==> src/rtl/multicycle_controller_pkg.sv <==
// Shared encodings for the multicycle controller: states, opcode/ext fields, ALU and shifter codes,
// enable/select bit positions, PSR flag positions, and the instruction classifier.
package multicycle_controller_pkg;

  typedef enum logic [3:0] {
    FETCH  = 4'd0,
    DECODE = 4'd1,
    EXEC   = 4'd2,
    WB     = 4'd3,
    LOAD   = 4'd4,
    STORE  = 4'd5,
    BRANCH = 4'd6,
    JUMP   = 4'd7,
    JAL    = 4'd8,
    JAL_WB = 4'd9
  } state_t;

  // Major opcodes in instr[15:12]
  localparam logic [3:0] OP_RTYPE = 4'h0;
  localparam logic [3:0] OP_MEM   = 4'h4;
  localparam logic [3:0] OP_SHIFT = 4'h8;
  localparam logic [3:0] OP_BCOND = 4'hC;

  // ALU function field: R-type ext and the immediate-form opcode share one encoding
  localparam logic [3:0] FN_AND = 4'h1;
  localparam logic [3:0] FN_OR  = 4'h2;
  localparam logic [3:0] FN_XOR = 4'h3;
  localparam logic [3:0] FN_ADD = 4'h5;
  localparam logic [3:0] FN_SUB = 4'h9;
  localparam logic [3:0] FN_CMP = 4'hB;
  localparam logic [3:0] FN_MOV = 4'hD;
  localparam logic [3:0] FN_LUI = 4'hF;

  // ext field under OP_SHIFT and OP_MEM
  localparam logic [3:0] EXT_LSHI_L = 4'h0;
  localparam logic [3:0] EXT_LSHI_R = 4'h1;
  localparam logic [3:0] EXT_LSH    = 4'h4;
  localparam logic [3:0] EXT_LOAD   = 4'h0;
  localparam logic [3:0] EXT_STOR   = 4'h4;
  localparam logic [3:0] EXT_JAL    = 4'h8;
  localparam logic [3:0] EXT_JCOND  = 4'hC;

  localparam logic [3:0] ALU_ADD = 4'd0;
  localparam logic [3:0] ALU_SUB = 4'd1;
  localparam logic [3:0] ALU_CMP = 4'd2;
  localparam logic [3:0] ALU_AND = 4'd3;
  localparam logic [3:0] ALU_OR  = 4'd4;
  localparam logic [3:0] ALU_XOR = 4'd5;
  localparam logic [3:0] ALU_MOV = 4'd6;
  localparam logic [3:0] ALU_LUI = 4'd7;

  localparam logic [1:0] RES_SHIFT = 2'b00;
  localparam logic [1:0] RES_ALU   = 2'b01;
  localparam logic [1:0] RES_PCALU = 2'b10;
  localparam logic [1:0] RES_LINK  = 2'b11;

  localparam int EN_PCEN   = 6;
  localparam int EN_PSREN  = 5;
  localparam int EN_NEXTI  = 4;
  localparam int EN_REGW   = 3;
  localparam int EN_RESULT = 2;
  localparam int EN_IMMREG = 1;
  localparam int EN_MEMW   = 0;

  localparam int SEL_UPDADDR  = 6;
  localparam int SEL_STOREREG = 5;
  localparam int SEL_WRDATA   = 4;
  localparam int SEL_ZEXT     = 3;
  localparam int SEL_PCINSTR  = 2;
  localparam int SEL_REGDEST  = 1;
  localparam int SEL_SRCB     = 0;

  localparam int PCM_JUMP   = 2;
  localparam int PCM_BRANCH = 1;
  localparam int PCM_JAL    = 0;

  localparam int PSR_C = 0;
  localparam int PSR_L = 2;
  localparam int PSR_F = 5;
  localparam int PSR_Z = 6;
  localparam int PSR_N = 7;

  typedef enum logic [2:0] {
    CLS_ALU, CLS_SHIFT, CLS_LOAD, CLS_STORE, CLS_BRANCH, CLS_JUMP, CLS_JAL, CLS_ILLEGAL
  } instrClass_t;

  typedef struct packed {
    instrClass_t cls;
    logic [3:0]  aluCond;
    logic        isImm;
    logic        zeroExt;
    logic        setsPsr;
    logic        isCmp;
    logic        shiftLeft;
  } decoded_t;

  function automatic decoded_t decodeInstr(input logic [3:0] op, input logic [3:0] ext);
    decoded_t d;
    logic [3:0] fn;
    logic fnOk;
    d = '0;
    d.cls = CLS_ILLEGAL;
    d.aluCond = ALU_ADD;
    fn = (op == OP_RTYPE) ? ext : op;
    fnOk = 1'b1;
    case (fn)
      FN_ADD: d.aluCond = ALU_ADD;
      FN_SUB: d.aluCond = ALU_SUB;
      FN_CMP: d.aluCond = ALU_CMP;
      FN_AND: d.aluCond = ALU_AND;
      FN_OR:  d.aluCond = ALU_OR;
      FN_XOR: d.aluCond = ALU_XOR;
      FN_MOV: d.aluCond = ALU_MOV;
      // LUI has only an immediate form
      FN_LUI: begin
        d.aluCond = ALU_LUI;
        fnOk = (op != OP_RTYPE);
      end
      default: fnOk = 1'b0;
    endcase
    case (op)
      OP_MEM: begin
        case (ext)
          EXT_LOAD:  d.cls = CLS_LOAD;
          EXT_STOR:  d.cls = CLS_STORE;
          EXT_JAL:   d.cls = CLS_JAL;
          EXT_JCOND: d.cls = CLS_JUMP;
          default:   d.cls = CLS_ILLEGAL;
        endcase
      end
      OP_SHIFT: begin
        d.isImm = (ext != EXT_LSH);
        d.shiftLeft = (ext == EXT_LSHI_L);
        if (ext == EXT_LSH || ext == EXT_LSHI_L || ext == EXT_LSHI_R) d.cls = CLS_SHIFT;
      end
      OP_BCOND: d.cls = CLS_BRANCH;
      default: begin
        if (fnOk) begin
          d.cls = CLS_ALU;
          d.isImm = (op != OP_RTYPE);
          d.setsPsr = (fn == FN_ADD) || (fn == FN_SUB) || (fn == FN_CMP);
          d.isCmp = (fn == FN_CMP);
          d.zeroExt = d.isImm && ((fn == FN_AND) || (fn == FN_OR) || (fn == FN_XOR));
        end
      end
    endcase
    return d;
  endfunction

endpackage

==> src/rtl/cond_eval.sv <==
// Evaluates a 4-bit branch/jump condition code against the PSR flags.
module cond_eval
  import multicycle_controller_pkg::*;
(
  input  logic [7:0] psr,
  input  logic [3:0] cond,
  output logic       take
);

  logic c, l, f, z, n;
  logic unusedPsr;

  assign c = psr[PSR_C];
  assign l = psr[PSR_L];
  assign f = psr[PSR_F];
  assign z = psr[PSR_Z];
  assign n = psr[PSR_N];
  assign unusedPsr = ^{psr[4:3], psr[1]};

  always_comb begin
    take = 1'b0;
    case (cond)
      4'h0: take = z;
      4'h1: take = !z;
      4'h2: take = c;
      4'h3: take = !c;
      4'h4: take = l;
      4'h5: take = !l;
      4'h6: take = n;
      4'h7: take = !n;
      4'h8: take = f;
      4'h9: take = !f;
      4'hA: take = !l && !z;
      4'hB: take = l || z;
      4'hC: take = !n && !z;
      4'hD: take = n || z;
      4'hE: take = 1'b1;
      default: take = 1'b0;
    endcase
  end

endmodule

==> src/rtl/multicycle_controller.sv <==
// Multicycle control FSM: sequences fetch/decode/execute/writeback and drives every datapath
// enable, select, ALU/shifter code and PC mode from the current state and latched instruction.
module multicycle_controller
  import multicycle_controller_pkg::*;
#(
  parameter int WIDTH     = 16,
  parameter int STATEBITS = 4
) (
  input  logic                 clk,
  input  logic                 reset,
  input  logic [WIDTH-1:0]     instr,
  input  logic [7:0]           psr,
  input  logic                 memWait,
  output logic [6:0]           en,
  output logic [6:0]           sel,
  output logic [2:0]           pcMode,
  output logic [3:0]           ALUcond,
  output logic [3:0]           shifterControl,
  output logic [3:0]           shiftAmt,
  output logic [1:0]           chooseResult,
  output logic [STATEBITS-1:0] state,
  output logic                 illegal
);

  state_t   curState, nextState;
  decoded_t dec;
  logic     take;
  logic [6:0] enRaw;
  logic [2:0] pcModeRaw;
  logic       illegalRaw;

  assign dec = decodeInstr(instr[15:12], instr[7:4]);

  cond_eval uCondEval (
    .psr  (psr),
    .cond (instr[11:8]),
    .take (take)
  );

  always_ff @(posedge clk) begin
    if (reset) curState <= FETCH;
    else       curState <= nextState;
  end

  always_comb begin
    nextState      = curState;
    enRaw          = '0;
    sel            = '0;
    pcModeRaw      = '0;
    ALUcond        = ALU_ADD;
    shifterControl = '0;
    chooseResult   = RES_ALU;
    illegalRaw     = 1'b0;
    case (curState)
      FETCH: begin
        sel[SEL_UPDADDR] = 1'b1;
        if (!memWait) begin
          enRaw[EN_NEXTI] = 1'b1;
          nextState = DECODE;
        end
      end
      DECODE: begin
        // pc := pc + 1 happens here for every instruction, including undefined ones
        enRaw[EN_IMMREG] = 1'b1;
        enRaw[EN_PCEN]   = 1'b1;
        sel[SEL_PCINSTR] = 1'b1;
        sel[SEL_ZEXT]    = dec.zeroExt;
        case (dec.cls)
          CLS_ALU, CLS_SHIFT: nextState = EXEC;
          CLS_LOAD:           nextState = LOAD;
          CLS_STORE:          nextState = STORE;
          CLS_BRANCH:         nextState = BRANCH;
          CLS_JUMP:           nextState = JUMP;
          CLS_JAL:            nextState = JAL;
          default: begin
            illegalRaw = 1'b1;
            nextState  = FETCH;
          end
        endcase
      end
      EXEC: begin
        enRaw[EN_RESULT] = 1'b1;
        enRaw[EN_PSREN]  = dec.setsPsr;
        sel[SEL_SRCB]    = !dec.isImm;
        if (dec.cls == CLS_SHIFT) begin
          chooseResult   = RES_SHIFT;
          shifterControl = {2'b00, dec.isImm, dec.shiftLeft};
        end else begin
          ALUcond = dec.aluCond;
        end
        nextState = dec.isCmp ? FETCH : WB;
      end
      WB: begin
        enRaw[EN_REGW]  = 1'b1;
        sel[SEL_WRDATA] = 1'b1;
        nextState = FETCH;
      end
      LOAD: begin
        if (!memWait) begin
          enRaw[EN_REGW] = 1'b1;
          nextState = FETCH;
        end
      end
      STORE: begin
        sel[SEL_STOREREG] = 1'b1;
        enRaw[EN_MEMW]    = 1'b1;
        if (!memWait) nextState = FETCH;
      end
      BRANCH: begin
        if (take) begin
          sel[SEL_PCINSTR]      = 1'b1;
          pcModeRaw[PCM_BRANCH] = 1'b1;
          enRaw[EN_PCEN]        = 1'b1;
        end
        nextState = FETCH;
      end
      JUMP: begin
        if (take) begin
          sel[SEL_SRCB]       = 1'b1;
          pcModeRaw[PCM_JUMP] = 1'b1;
          enRaw[EN_PCEN]      = 1'b1;
        end
        nextState = FETCH;
      end
      JAL: begin
        // Link (incremented pc) is captured in the same cycle the pc is redirected to Rsrc
        chooseResult       = RES_LINK;
        enRaw[EN_RESULT]   = 1'b1;
        enRaw[EN_PCEN]     = 1'b1;
        sel[SEL_SRCB]      = 1'b1;
        pcModeRaw[PCM_JAL] = 1'b1;
        nextState = JAL_WB;
      end
      JAL_WB: begin
        chooseResult    = RES_LINK;
        enRaw[EN_REGW]  = 1'b1;
        sel[SEL_WRDATA] = 1'b1;
        nextState = FETCH;
      end
      default: nextState = FETCH;
    endcase
  end

  // Reset suppresses every strobe combinationally so the reset edge itself writes nothing
  assign en       = reset ? '0 : enRaw;
  assign pcMode   = reset ? '0 : pcModeRaw;
  assign illegal  = reset ? 1'b0 : illegalRaw;
  assign shiftAmt = instr[3:0];
  assign state    = curState;

endmodule
==> config.mk <==
export PLATFORM = sky130hd
export DESIGN_NAME = multicycle_controller
export DESIGN_NICKNAME = d
export VERILOG_FILES = /design/src/rtl/multicycle_controller_pkg.sv /design/src/rtl/cond_eval.sv /design/src/rtl/multicycle_controller.sv
export SDC_FILE = /design/constraint.sdc
export NUM_CORES = 1
export LEC_CHECK = 0
export ABC_AREA = 0
export ABC_CLOCK_PERIOD_IN_PS = 3400
export BUFFER_PORTS_ARGS = -buffer_cell sky130_fd_sc_hd__buf_4
export CAP_MARGIN = 20
export CORE_ASPECT_RATIO = 0.6
export CORE_MARGIN = 2
export CORE_UTILIZATION = 48
export CTS_CLUSTER_SIZE = 40
export DETAILED_ROUTE_END_ITERATION = 16
export PLACE_DENSITY_LB_ADDON = 0.25
export SLEW_MARGIN = 40
export SYNTH_ARGS = -nofsm -noshare
export SYNTH_HDL_FRONTEND = slang
export SYNTH_SLANG_ARGS = --single-unit
==> constraint.sdc <==
create_clock -name clk -period 3.4 [get_ports clk]
set_input_delay 0.34 -clock clk [delete_from_list [all_inputs] [get_ports clk]]
set_output_delay 0.34 -clock clk [all_outputs]
set_load 0.005 [all_outputs]
======== Word-level counts from Yosys, hierarchy flattened ========
Cells that the tools add are included.
word-level totals
  flip-flop bits (word level) ............. 4
  input port bits ......................... 27
  output and inout bits ................... 36
  word-level logic and storage cells ...... 128
cells by class
  equality and inequality tests ........... 47
  mux-type cells .......................... 45
  reduce and logical (&&, ||, !) cells .... 35
operator list
  kind                count
  $eq 4x4->1 const B  17
  $eq 4x3->1 const B  11
  $eq 4x2->1 const B  6
  $mux 4              6
  $pmux 4 s6          1
  $pmux 3 s7          1
  $pmux 4 s5          1
  $mux 1              18
  $eq 4x1->1 const B  4
  $logic_not 4->1     4
  $reduce_or 2->1     8
  $pmux 1 s15         1
  $reduce_or 7->1     2
  $mux 3              4
  $pmux 3 s4          1
  $pmux 1 s2          5
  $eq 3x3->1 const B  3
  $pmux 3 s3          1
  $logic_or 1x1->1    8
  $mux 7              1
  $eq 3x2->1 const B  2
  $logic_not 1->1     6
  $mux 2              3
  $ne 2x2->1 const B  2
  other kinds (9)     11

======== Logic depth before layout (Yosys ltp) ========
Gate-level depths: netlist (run 1).
  word-level depth ........................ 12
  gate-level depth with buffers ........... 7

======== Hierarchy ========
A second synthesis (run 1) with hierarchy kept.
second synthesis, totals
  cells, all modules ...................... 169
  area, all modules ....................... 1,167.4 µm²
by module, submodules not included
  module                 instances  cells an instance  area each (µm²)
  multicycle_controller  1          144                987.2
  cond_eval              1          25                 180.2

======== Worst setup path before layout (run 1) ========
No wires, ideal clock.
  path type ............................... in2out
  from .................................... input instr[7]
  to ...................................... output sel[0]
  data arrival time ....................... 1,854 ps
  data required time ...................... 3,060 ps
  slack ................................... 1,206 ps
  stages .................................. 7
  cell sequence ........................... clkbuf_1 -> or4b_1 -> o2111ai_1 -> o22ai_1 -> a221oi_2 -> o22ai_1 -> o221ai_1
between the ends
  longest elaborated chain between the ends .. 8
  elaborated cells on any way between the ends .. 16
ends and longest elaborated chain
  item                                      RTL line                          RTL
  start: declaration                        multicycle_controller.sv:11       input logic [WIDTH-1:0] instr,
  $mux 4                                    multicycle_controller_pkg.sv:104  fn = (op == OP_RTYPE) ? ext : op;
  $eq 4x3->1, or another cell as far along  multicycle_controller_pkg.sv:106  case (fn)
  $reduce_or 7->1 (no source line)          n/a
  $pmux 1 s2                                multicycle_controller_pkg.sv:106
  $mux 4                                    multicycle_controller_pkg.sv:138  if (fnOk) begin
  $pmux 1 s2 *                              multicycle_controller_pkg.sv:121  case (op)
  $logic_not 1->1 *                         multicycle_controller.sv:84       sel[SEL_SRCB] = !dec.isImm;
  $pmux 1 s3 *                              multicycle_controller.sv:54       case (curState)
  end: declaration                          multicycle_controller.sv:15       output logic [6:0] sel,
Every way passes the cells marked *; elsewhere a longest branch is shown, timed or not.

======== Worst setup path after layout (run 1) ========
  from .................................... input instr[15]
  to ...................................... output shifterControl[1]
between the ends
  longest elaborated chain between the ends .. 10
  elaborated cells on any way between the ends .. 24
ends and longest elaborated chain
  item                                      RTL line                          RTL
  $logic_not 4->1                           multicycle_controller_pkg.sv:104
  $mux 4                                    multicycle_controller_pkg.sv:104
  $eq 4x3->1, or another cell as far along  multicycle_controller_pkg.sv:106
  $reduce_or 7->1 (no source line)          n/a
  $pmux 1 s2                                multicycle_controller_pkg.sv:106
  $mux 3                                    multicycle_controller_pkg.sv:138
  $pmux 3 s3                                multicycle_controller_pkg.sv:121
  $eq 3x1->1                                multicycle_controller.sv:85       if (dec.cls == CLS_SHIFT) begin
  $mux 2 *                                  multicycle_controller.sv:85
  $mux 2 *                                  multicycle_controller.sv:54
  end: declaration                          multicycle_controller.sv:18       output logic [3:0] shifterControl,
Marked as above.

==> results.ini, run 1 <==
[timing]
post-route-min-period_ns=2.64
clock-skew-final_ns=0.000854
hold_viol=0
rsz0062_at_grt=false
relSlewSlack_pct=56.0
fin_crit_sh_pct=77.6
tightestPinTransition_ns=0.650
setup_ws_ns=0.760
drv_slew=0
fmax_ghz=0.379
tns_ns=0
finalSetupViolations=0

[synthesis]
postSynthAreaPerCell_um2=6.41
synth-edff-count=0
ys_warn_count=0
ys.flop_type=dfxtp_1
yosysSeqAreaShare_pct=7.13
synthCells=175
synth-async-reset-ratio_pct=0
netlist.area_leader.share_pct=7.13
synth-seq-cells=4
syn_area_mm2=0.00112
synth.distinct_cells=54
synth.area.top_cells=dfxtp_1 7.1%, nor4b_1 5.5%, buf_4 5.4%, a21oi_1 4.9%, nor2_1 4.7%
synth.largest_area_cell=dfxtp_1

[power_and_ir_drop]
comb_power_share_pct=47.7
switching_power_mw=0.107
clock_power_share_pct=33.3
p_total_mw=0.296
powerDensity_mw_per_mm2=206
seqPwrFrac_pct=19.0
power.internal_mw=0.189
leakage_nw=0.573
netSwitchingFraction_pct=36.1
peakVddDrop_mv=0.107

[die]
die_width_um=66.4
start_util_pct=51.1
die_area_mm2=0.00275
io_pins=63
row_count=13
die-height_um=41.5
core_mm2=0.00220

[hold_path]
hp-class=primary input to flip-flop

[clock_network]
cts.path.max_buffers=2
hold_buffers=0
cts_tree=yes
cts_resized=0
cts_buffers=3
insertion_delay_ns=0.22
h-tree-depth=1
cts_setup_buffers=0
path_clk_slew_ns=0.03
numClockSinks=4
root_buffer=clkbuf_8

[detailed_routing]
drt-vias-per-instance=6.20
ant_nets=0
drc=0
finalWirelength_mm=3.33
vias=1445
routedWlPerCell_um=14.3
first_pass_iters=4
drt_iter0_drc=114

[worst_setup_path]
cp_common_cell=buf_4
cp_data_required_time_ns=3.06
crit_path_end=shifterControl[1]
worstSetupPathType=primary input to output pin
cp_num_buf_inv=2
reg2reg_to=state[3]$_SDFFE_PP0P_
r2r_cells=4
slowest_stage=or4_1
max_stage_delay_ns=0.40
cp-end-kind=output pin
crit_arrival_ns=2.30
cp_cell_sequence=buf_4 -> or3b_1 -> or4_1 -> a21oi_1 -> a221oi_2 -> o22ai_1 -> nor2b_1 -> buf_4
start_kind=primary input
crit_family=simple AND/OR/NAND/NOR gates
crit_start=instr[15]
r2r_slack_ns=1.31
worst-path-stages=8
cp_max_fo=15
reg2reg_from=state[0]$_SDFFE_PP0P_

[place]
place_ws_ns=0.789
dp_hpwl_mm=2.52
place_congestion=0.939
place_area_mm2=0.00140
io_buffers=47
placedCellCount=230

[global_route]
grt_pass1_vias=1163
grt.overflow.total=0
grt_use_total_pct=25.0
grt_first_pass_wirelength_mm=5.55
grt_max_degree=16
antenna_found_initial=0

[layout]
area.growth.synth_to_final_pct=28.0
fill_cells=196
fin_area_mm2=0.00144
drive_gt1_share_pct=28.6
diodes=0
fin_cells=233
final_nets=232
largest_reg_flops=4

[flow_run]
cap_violations=0

[outcome]
status=finished clean

[how the worst min path moves through the flow]
stage          cells past startpoint   from               endpoint  slack (ns)
2_1_floorplan                      1  reset  state[1]$_SDFFE_PP0P_        0.46
3_3_place_gp                       2  reset  state[3]$_SDFFE_PP0P_        0.60
3_5_place_dp                       2  reset  state[3]$_SDFFE_PP0P_        0.60
4_1_cts                            2  reset  state[3]$_SDFFE_PP0P_        0.39
5_1_grt                            2  reset  state[3]$_SDFFE_PP0P_        0.39
6_report                           2  reset  state[3]$_SDFFE_PP0P_        0.39
[worst register-to-register path, cell delays in order, from the launching register on]
cell     delay [ns]
dfxtp_1        0.50
inv_1          0.18
or4_1          0.63
or4_1          0.54
a21oi_1        0.17
[layer usage]
layer	part of all wire [%]	wire length [um]	track usage [%]	vias to the layer above
met5	0	0	0	-
met4	0.63	21	5.31	0
li1	-	-	-	708
met2	40	1330	32.4	83
met1	46	1540	38.5	648
met3	13	441	8.94	6
[cells in the mapped netlist, drive strengths merged, types with 2 or more instances]
cell type and count:
and3 2, o211ai 2, nor2b 5, nor3 9, o21a 2, o21ai 8
buf 13, or4 3, clkbuf 12, inv 10, or3 3, o31ai 4
o221ai 2, nor4b 7, nand2b 3, o22ai 5, a22oi 3, nor4 4
or4b 3, nand2 11, nand3 3, dfxtp 4, a31oi 2, nand4 2
a21oi 12, a41oi 2, xor2 3, nor2 15, o32ai 2, nor3b 2
[kinds of logic after synthesis]
kind of cell | after synthesis | synth area share (%)
AOI/OAI and AO/OA | 53 | 33.1
xor gates and xnor gates | 4 | 3.12
buffers and inverters | 35 | 14.8
DFF | 4 | 7.14
muxes | 1 | 0.892
other | 1 | 0.334
and+or+nand+nor | 77 | 40.6
[cell type report]
| class | instances | area [um2] | share of cell area (%) |
|---|---|---|---|
| repair buffers | 47 | 353 | 24.6 |
| flip-flops and latches | 4 | 80.1 | 5.57 |
| multi-input cells | 139 | 887 | 61.8 |
| clock buffers | 3 | 41.3 | 2.87 |
| well taps | 30 | 37.5 | 2.61 |
| inverters | 10 | 37.5 | 2.61 |
[through the flow]
stage / util [%] / hold WS (ns)
final: 65.4 / 0.393
after floorplan: - / 0.460
after global routing: 65.4 / 0.393
after CTS: 65.4 / 0.389
after detailed placement: 63.5 / 0.605
after global placement: 63.5 / 0.602
[power groups by stage]
stage               registers, mW  logic (mW)  clock network (mW)
floorplan                  0.0517      0.0983                   0
global placement           0.0564       0.135                   0
detailed placement         0.0566       0.138                   0
CTS                        0.0561       0.139               0.100
global route               0.0566       0.156               0.105
finish                     0.0562       0.141              0.0985
[cells in the final DEF (no fill, tap or decap), types with 2 or more instances in the layout]
master    instances
inv_1            10
or4b_1            2
a41oi_1           2
a22oi_1           3
conb_1            4
nand2_1          11
o32ai_1           2
a31oi_1           2
o211ai_1          2
nor3_1            9
clkbuf_8          3
nor4b_1           7
and3_1            2
o31ai_1           4
nand3_1           3
dfxtp_1           4
nor3b_1           2
nor2b_1           5
nor4_1            4
o21ai_0           7
o221ai_1          2
or4_1             3
o21a_1            2
or3_1             3
xor2_1            3
nand2b_1          3
a21oi_1          11
buf_4            47
nor2_1           14
o22ai_1           5
No activity file was read; power rests on OpenSTA's default activity.
==> run 2, diff against run 1 <==
- ABC_CLOCK_PERIOD_IN_PS: 3400 -> 2500
- CORE_UTILIZATION: 48 -> 45
- clock period: 3.4 -> 2.5 ns (I/O delays scaled with it)
==> run 2 against run 1 <==
  * Worst setup slack got worse by 0.64 ns
  * Die area rose by 6.1%
  * Non-clock buffer count rose by 4
  * Combinational power rose by 46%
  * Power rose by 40%
  * Clock-buffer cell count did not move
  * Via count rose by 3.4%
  * Clock power rose by 37%
  * Design area rose by 2.4%
  * Final cell count rose by 1.7%
  * Sequential cell count did not move
  * Largest cell class unchanged
  * Highest routed layer unchanged
==> results.ini, run 2 (same netlist as run 1, synthesis figures left out) <==
[detailed_routing]
drc=0
vias=1494
drt_iter0_drc=80
first_pass_iters=4
ant_nets=0
routedWlPerCell_um=15.8
drt-vias-per-instance=6.30
finalWirelength_mm=3.74

[worst_setup_path]
crit_arrival_ns=2.13
reg2reg_from=state[2]$_SDFFE_PP0P_
cp_data_required_time_ns=2.25
cp_cell_sequence=buf_4 -> or3b_1 -> or4_1 -> a21oi_2 -> a221oi_2 -> o22ai_1 -> nor2b_1 -> buf_4
reg2reg_to=state[3]$_SDFFE_PP0P_
max_stage_delay_ns=0.44
r2r_slack_ns=0.67
slowest_stage=or4_1
start_kind=primary input
worstSetupPathType=primary input to output pin
r2r_cells=3
cp_max_fo=11
cp_common_cell=buf_4
cp-end-kind=output pin

[die]
die_width_um=68.5
core_mm2=0.00226
die_area_mm2=0.00292
io_pins=63
start_util_pct=49.6
die-height_um=42.7
row_count=13

[timing]
fmax_ghz=0.420
finalSetupViolations=0
rsz0062_at_grt=false
drv_slew=0
hold_viol=0
clock-skew-final_ns=0.00242
fin_crit_sh_pct=95.2
post-route-min-period_ns=2.38
tns_ns=0

[place]
place_congestion=0.918
io_buffers=47
dp_hpwl_mm=2.91

[global_route]
grt_max_degree=15
grt_first_pass_wirelength_mm=5.89
antenna_found_initial=0
grt_pass1_vias=1244
grt.overflow.total=0
grt_use_total_pct=26.2

[layout]
layout_common_cells=51 x buf_4, 14 x nor2_1, 11 x nand2_1
largest_reg_flops=4
final_core_util_pct=65.0
area.growth.synth_to_final_pct=31.0
drive_gt1_share_pct=30.4
mostFrequentLayoutCell=buf_4
diodes=0
final_nets=236

[power_and_ir_drop]
peakVddDrop_mv=0.167
leakage_nw=0.593
powerDensity_mw_per_mm2=281

[clock_network]
cts_tree=yes
numClockSinks=4
root_buffer=clkbuf_8
cts_buffers=3
cts_setup_buffers=0
insertion_delay_ns=0.22
h-tree-depth=1
path_clk_slew_ns=0.03
cts.path.max_buffers=2
hold_buffers=0

[hold_path]
min_to=state[3]$_SDFFE_PP0P_
hp-class=primary input to flip-flop
min_path_cells=2
worstHoldStart=reset

[flow_run]
cap_violations=0

[outcome]
status=finished clean

==> run 2: changes by cell type in the layout (fill, tap and decap cells not counted), sizes merged <==
cell	change
buf	+4
==> run 2: what timing repair did <==
item,in CTS,in global routing
resized for setup,0,1
endpoints found under the hold margin,0,0
endpoints found under the setup margin,0,2
==> run 2: through the flow <==
step | area, um2 | instances | total power [mW] | worst slack (ns) | hold slack, ns
after floorplan | 1130 | 178 | 0.204 | 0.486 | 0.370
after global placement | 1430 | 234 | 0.267 | 0.105 | 0.500
after detailed placement | 1430 | 234 | 0.274 | 0.101 | 0.500
final | 1470 | 237 | 0.414 | 0.119 | 0.325
after CTS | 1470 | 237 | 0.411 | 0.0710 | 0.313
after global routing | 1470 | 237 | 0.441 | 0.00173 | 0.335
==> run 2: routing by layer <==
metal  up-vias  GRT usage [%]  part of all wire, %
li1        714              -                    -
met1       667           37.3                   44
met2       101           38.5                   41
met3        12           5.84                   12
met4         0           8.80                  1.8
met5         -              0                    0
==> run 2: worst max-delay path by stage <==
stage | end | from | slack (ns) | cells past startpoint
final | shifterControl[1] | instr[7] | 0.12 | 8
after detailed placement | shifterControl[1] | instr[7] | 0.10 | 8
after global placement | sel[0] | instr[7] | 0.11 | 8
after global routing | shifterControl[1] | instr[15] | 0.002 | 10
after CTS | shifterControl[1] | instr[7] | 0.07 | 8
after floorplan | sel[0] | instr[7] | 0.49 | 7
==> run 2: final cells by class <==
| class | instances | area, um2 |
|---|---|---|
| Sequential cell | 4 | 80.1 |
| Multi-Input combinational cell | 139 | 891 |
| Clock buffer | 3 | 41.3 |
| Tap cell | 30 | 37.5 |
| Timing Repair Buffer | 51 | 383 |
| Inverter | 10 | 37.5 |
| Fill cell | 208 | 791 |
==> run 2: report_power, final <==
group          total (mW)  switching, mW  internal, mW
Sequential         0.0732        0.00561        0.0675
Clock               0.135         0.0323         0.103
Combinational       0.206          0.114        0.0918
Total               0.414          0.152         0.262
==> run 2: worst max-delay path: cells and delay by family <==
family	cells	cell delay [ns]
AOI/OAI and AO/OA	3	0.60
buffers and inverters	2	0.28
and+or+nand+nor	3	1.00
